$ cat src/rtl/mc_ctrl_fsm.sv
// Multi-cycle control sequencer for the RV32I core: steps FETCH/DECODE/EXEC/MEM/WB with
// req/ready memory handshakes, traps on illegal opcodes and memory timeouts.
module mc_ctrl_fsm #(
    parameter int MEM_TIMEOUT = 16
) (
    input  logic        clk,
    input  logic        rst,
    input  logic [6:0]  opcode,
    input  logic        branch_taken,
    input  logic        imem_ready,
    input  logic        dmem_ready,
    output logic        imem_req,
    output logic        ir_write,
    output logic        dmem_req,
    output logic        dmem_we,
    output logic        reg_write,
    output logic [1:0]  wb_sel,
    output logic        pc_write,
    output logic [1:0]  pc_src,
    output logic        alu_b_imm,
    output logic [2:0]  state,
    output logic [1:0]  trap_cause,
    output logic [31:0] instret
);

    localparam int CNT_W = $clog2(MEM_TIMEOUT + 1);
    localparam logic [CNT_W-1:0] CNT_LAST = CNT_W'(MEM_TIMEOUT - 1);

    localparam logic [6:0] OP_R      = 7'b0110011;
    localparam logic [6:0] OP_IMM    = 7'b0010011;
    localparam logic [6:0] OP_LOAD   = 7'b0000011;
    localparam logic [6:0] OP_STORE  = 7'b0100011;
    localparam logic [6:0] OP_BRANCH = 7'b1100011;
    localparam logic [6:0] OP_JAL    = 7'b1101111;
    localparam logic [6:0] OP_JALR   = 7'b1100111;
    localparam logic [6:0] OP_LUI    = 7'b0110111;
    localparam logic [6:0] OP_AUIPC  = 7'b0010111;

    typedef enum logic [2:0] {
        S_BOOT   = 3'd0,
        S_FETCH  = 3'd1,
        S_DECODE = 3'd2,
        S_EXEC   = 3'd3,
        S_MEM    = 3'd4,
        S_WB     = 3'd5,
        S_TRAP   = 3'd6
    } state_t;

    state_t           state_q, state_d;
    logic [6:0]       opc_q, opc_d;
    logic [CNT_W-1:0] wait_q, wait_d;
    logic [1:0]       cause_d;
    logic             retire;

    function automatic logic legal_op(input logic [6:0] op);
        case (op)
            OP_R, OP_IMM, OP_LOAD, OP_STORE, OP_BRANCH,
            OP_JAL, OP_JALR, OP_LUI, OP_AUIPC: legal_op = 1'b1;
            default:                           legal_op = 1'b0;
        endcase
    endfunction

    always_ff @(posedge clk) begin
        if (!rst) begin
            state_q    <= S_BOOT;
            opc_q      <= '0;
            wait_q     <= '0;
            trap_cause <= '0;
            instret    <= '0;
        end else begin
            state_q    <= state_d;
            opc_q      <= opc_d;
            wait_q     <= wait_d;
            trap_cause <= cause_d;
            if (retire) begin
                instret <= instret + 32'd1;
            end
        end
    end

    // wait_d defaults to zero, so any state other than a stalled FETCH/MEM leaves it cleared
    // and each FETCH/MEM visit starts counting from zero.
    always_comb begin
        state_d   = state_q;
        opc_d     = opc_q;
        wait_d    = '0;
        cause_d   = trap_cause;
        retire    = 1'b0;
        imem_req  = 1'b0;
        ir_write  = 1'b0;
        dmem_req  = 1'b0;
        dmem_we   = 1'b0;
        reg_write = 1'b0;
        wb_sel    = 2'd0;
        pc_write  = 1'b0;
        pc_src    = 2'd0;
        alu_b_imm = 1'b0;
        case (state_q)
            S_BOOT: state_d = S_FETCH;
            S_FETCH: begin
                imem_req = 1'b1;
                if (imem_ready) begin
                    ir_write = 1'b1;
                    state_d  = S_DECODE;
                end else if (wait_q == CNT_LAST) begin
                    state_d = S_TRAP;
                    cause_d = 2'd2;
                end else begin
                    wait_d = wait_q + CNT_W'(1);
                end
            end
            S_DECODE: begin
                opc_d = opcode;
                if (legal_op(opcode)) begin
                    state_d = S_EXEC;
                end else begin
                    state_d = S_TRAP;
                    cause_d = 2'd1;
                end
            end
            S_EXEC: begin
                alu_b_imm = (opc_q != OP_R) && (opc_q != OP_BRANCH);
                case (opc_q)
                    OP_LOAD, OP_STORE: state_d = S_MEM;
                    OP_BRANCH: begin
                        pc_write = 1'b1;
                        pc_src   = branch_taken ? 2'd1 : 2'd0;
                        retire   = 1'b1;
                        state_d  = S_FETCH;
                    end
                    default: state_d = S_WB;
                endcase
            end
            S_MEM: begin
                dmem_req = 1'b1;
                dmem_we  = (opc_q == OP_STORE);
                if (dmem_ready) begin
                    if (opc_q == OP_STORE) begin
                        pc_write = 1'b1;
                        retire   = 1'b1;
                        state_d  = S_FETCH;
                    end else begin
                        state_d = S_WB;
                    end
                end else if (wait_q == CNT_LAST) begin
                    state_d = S_TRAP;
                    cause_d = 2'd3;
                end else begin
                    wait_d = wait_q + CNT_W'(1);
                end
            end
            S_WB: begin
                reg_write = 1'b1;
                pc_write  = 1'b1;
                retire    = 1'b1;
                state_d   = S_FETCH;
                case (opc_q)
                    OP_LOAD: wb_sel = 2'd1;
                    OP_JAL: begin
                        wb_sel = 2'd2;
                        pc_src = 2'd1;
                    end
                    OP_JALR: begin
                        wb_sel = 2'd2;
                        pc_src = 2'd2;
                    end
                    default: ;
                endcase
            end
            S_TRAP: ;
            default: state_d = S_BOOT;
        endcase
    end

    assign state = state_q;

endmodule

$ cat config.mk
export PLATFORM = sky130hd
export DESIGN_NAME = mc_ctrl_fsm
export DESIGN_NICKNAME = d
export VERILOG_FILES = /design/src/rtl/mc_ctrl_fsm.sv
export SDC_FILE = /design/constraint.sdc
export NUM_CORES = 1
export LEC_CHECK = 0
export CAP_MARGIN = 20
export CORE_MARGIN = 3
export CORE_UTILIZATION = 30
export CTS_CLUSTER_DIAMETER = 50
export DETAILED_ROUTE_END_ITERATION = 8
export HOLD_SLACK_MARGIN = 0.15
export PLACE_DENSITY_LB_ADDON = 0.2
export SLEW_MARGIN = 20
export SYNTH_ARGS = -nofsm -noshare
export SYNTH_HDL_FRONTEND = slang
export SYNTH_SLANG_ARGS = --single-unit
export TNS_END_PERCENT = 50
$ cat constraint.sdc
create_clock -name clk -period 5.8 [get_ports clk]
set_input_delay 1.16 -clock clk [delete_from_list [all_inputs] [get_ports clk]]
set_output_delay 1.16 -clock clk [all_outputs]
set_load 0.01 [all_outputs]
==> key figures <==
Run status
  • Status: finished clean

Clock tree
  • Worst-path clk slew: ~0.080 ns
  • Inserted Clock Buffers: 5
  • Post-CTS setup buffer count: 0
  • Post-CTS Resized: 0
  • Sink Count: between 40 and 50
  • Deepest clock path buffer count: 2
  • Worst-Skew Late Latency: 0.29 ns
  • H-tree lvl count: 2
  • Hold buffer count at cts: 0
  • CTS tree: built
  • Clock root buffer: clkbuf_8

Floorplanning
  • Num rows: 33
  • Io pins: 60
  • Die X: 99.0 um
  • Die area: ~0.0098 mm^2
  • Die Height: 99.0 um
  • Initial Utilization: 31.3%
  • Core area: 0.00830 mm^2

Synth
  • Synth top area share: a little under two fifths
  • Register area share after synthesis: between 30 and 40%
  • Syn nets: 316
  • Area of the mapped netlist: between 0.002 and 0.003 mm^2
  • Yosys top cell by area: dfxtp_1
  • Syn. warnings: 0
  • Average size of a mapped cell: between 8 and 9 um^2
  • Most used DFF post-synth: dfxtp_1
  • FF+latch count, synth: a little under 50
  • Number of enable flip-flop cells after synthesis: 0
  • Post-synth ARST share: 0%
  • Post-synth cell types: approximately 50
  • Syn Inst Count: between 300 and 400
  • Synth area leaders: dfxtp_1, xnor2_1, nor2_1

Timing
  • Min Clock Period, post-route: 4.13 ns
  • Peak Freq: between 200 and 250 MHz
  • Worst slew pin tran: about 0.77 ns
  • Headroom to the max-slew limit: 48.8%
  • Fin Setup TNS: 0 ns
  • # setup viols final: 0
  • Unrepaired setup endpoints after global routing: no
  • Worst clock skew: about 0.0052 ns
  • Final hold vios: 0
  • Max-slew violations: 0
  • Final Cycle Share: 71.1%

Final layout
  • Share of cells above drive strength 1: 7.28%
  • Area of the multi-input gates: roughly 0.0015 mm^2
  • Filler instances: 842
  • Post-layout net count: 370
  • Layout area overhead: 29.4%
  • Non-Filler Instances: between 400 and 500
  • FF/Latch Area: approximately 980 um^2
  • Ant diodes: 0

Placement
  • Cell count after placement: 454
  • Placer congestion estimate: a little under 0.8
  • Dpl hpwl: around 4.6 mm
  • I/O Buffers: 59

Pwr
  • Peak supply drop: between 0.00007 and 0.00008 V
  • Power density cells: about 180 mW/mm^2
  • Static leakage: 1.08 nW
  • Power, Total: 0.614 mW

Setup path
  • Data arrival, critical path: 2.97 ns
  • Crit-path cells: clkdlybuf4s50_1, nand4_4, nand2_1, clkdlybuf4s50_1
  • Crit path capture type: output pin
  • Critical path type: primary input to output pin
  • CP Launch Type: primary input
  • Worst Setup SP: dmem_ready
  • CP dominant cell by count: clkdlybuf4s50_1
  • CP required: between 4 and 5 ns
  • RR Endpoint: instret[31]$_SDFFE_PN0P_
  • Delay of the slowest critical-path stage: around 0.61 ns
  • CP max stage cell: clkdlybuf4s50_1
  • R2r setup slk: approximately 3.3 ns
  • Worst R2R Start: state[2]$_SDFFE_PN0P_
  • CP max FO: 21
  • Worst r2r path cells: 7

Min path
  • HP Class: flop to flop
  • Hold Path End: wait_q[4]$_SDFF_PN0_
  • Hold wc startpoint: wait_q[4]$_SDFF_PN0_
  • Hold Crit Depth: 2

Detailed routing
  • Via-to-Cell Ratio: 5.04
  • DRC: 0
  • DRT antenna net count: 0
  • DRT Pass-1 Iters: 4
  • Routed WL per cell: ~14 um
  • Via count: ~2300
  • Iter 0 DRT Violations: 64
  • Routed WL: 6.28 mm

Flow run
  • Max-cap violations: 0

Global route
  • Total Routing Usage GR: 13.4%
  • Pin count of the biggest net entering global routing: 38
  • GRT overflow: 0
  • Vias in the first global route: around 2200
  • Global-route wire length before repair: 10.9 mm
  • Initial antenna violation count: 0
## sequential cells by signal (all words and copies together), names as in the netlist
signal / flops
state: 3
opc_q: 7
wait_q: 5
instret: 32
trap_cause: 2
## kinds of logic after synthesis
family	Yosys count	share of synthesized area [%]
simple gates	127	27.1
fa+ha+maj	2	0.964
flops	49	37.8
xor+xnor	22	7.43
buf+inv	29	4.82
mux	9	3.47
compound gates	64	18.4
## layer usage
metal  global-route usage, %  vias to the layer above  wire length (um)
li1                        -                     1196                 -
met1                    18.9                     1083              3030
met2                    21.2                       45              2940
met3                    2.69                        5               252
met4                    3.15                        0                56
met5                       0                        -                 0
## critical path: cells and delay by family
family / cells / cell delay, ns
buf+inv: 2 / 1.18
simple gates: 2 / 0.62
## cell usage after synthesis (all sizes together), types with 6 or more instances
library cell,instances
dfxtp,49
nor2,33
nand2,25
a21oi,20
xnor2,20
nand3,14
inv,13
buf,10
o21ai,10
mux2i,9
a2111oi,8
a211oi,6
and3,6
clkbuf,6
or3,6
## worst max-delay path by stage
stage,end,slack (ns),cells after the start
4_1_cts,pc_write,1.66,4
6_report,pc_write,1.67,4
2_1_floorplan,pc_write,2.88,4
3_3_place_gp,pc_write,1.71,4
3_5_place_dp,pc_write,1.66,4
5_1_grt,pc_write,1.58,4
## final cells by class
class	count	area share (%)
Multi-Input combinational cell	224	44.5
Sequential cell	49	29.2
Timing Repair Buffer	63	18.5
Tap cell	105	3.91
Clock buffer	8	2.39
Inverter	13	1.45
## through the flow
step                utilization, %  cell area, um^2  worst slack, ns  hold WS (ns)
finish                        40.4             3360             1.67         0.433
global route                  40.4             3360             1.58         0.465
CTS                           40.4             3360             1.66         0.436
detailed placement            39.5             3280             1.66         0.423
global placement              39.5             3280             1.71         0.418
floorplan                        -             2590             2.88         0.410
## cell usage in the layout (no fill, tap or decap), types with 3 or more instances in the layout
cell type / n
or3_1: 6
mux2i_1: 9
a21oi_1: 20
a2111oi_2: 8
and4_1: 5
nand2b_1: 5
clkbuf_1: 3
o31ai_1: 3
dfxtp_1: 49
o21ai_0: 10
a31oi_1: 3
clkbuf_8: 5
nand3_1: 14
xnor2_1: 20
and2_1: 4
buf_4: 4
or4_1: 3
and3_1: 6
a211oi_1: 6
clkdlybuf4s50_1: 59
nor2_1: 33
nor3_1: 5
nand2_1: 25
inv_1: 13
nand4_1: 3
or3b_2: 3
## power breakdown
part	internal, mW	switching, mW	total, mW
combinational	0.0354	0.0311	0.0665
sequential	0.342	0.0130	0.355
clock	0.0859	0.106	0.192
Note: power is estimated with default switching activity, not from simulation.
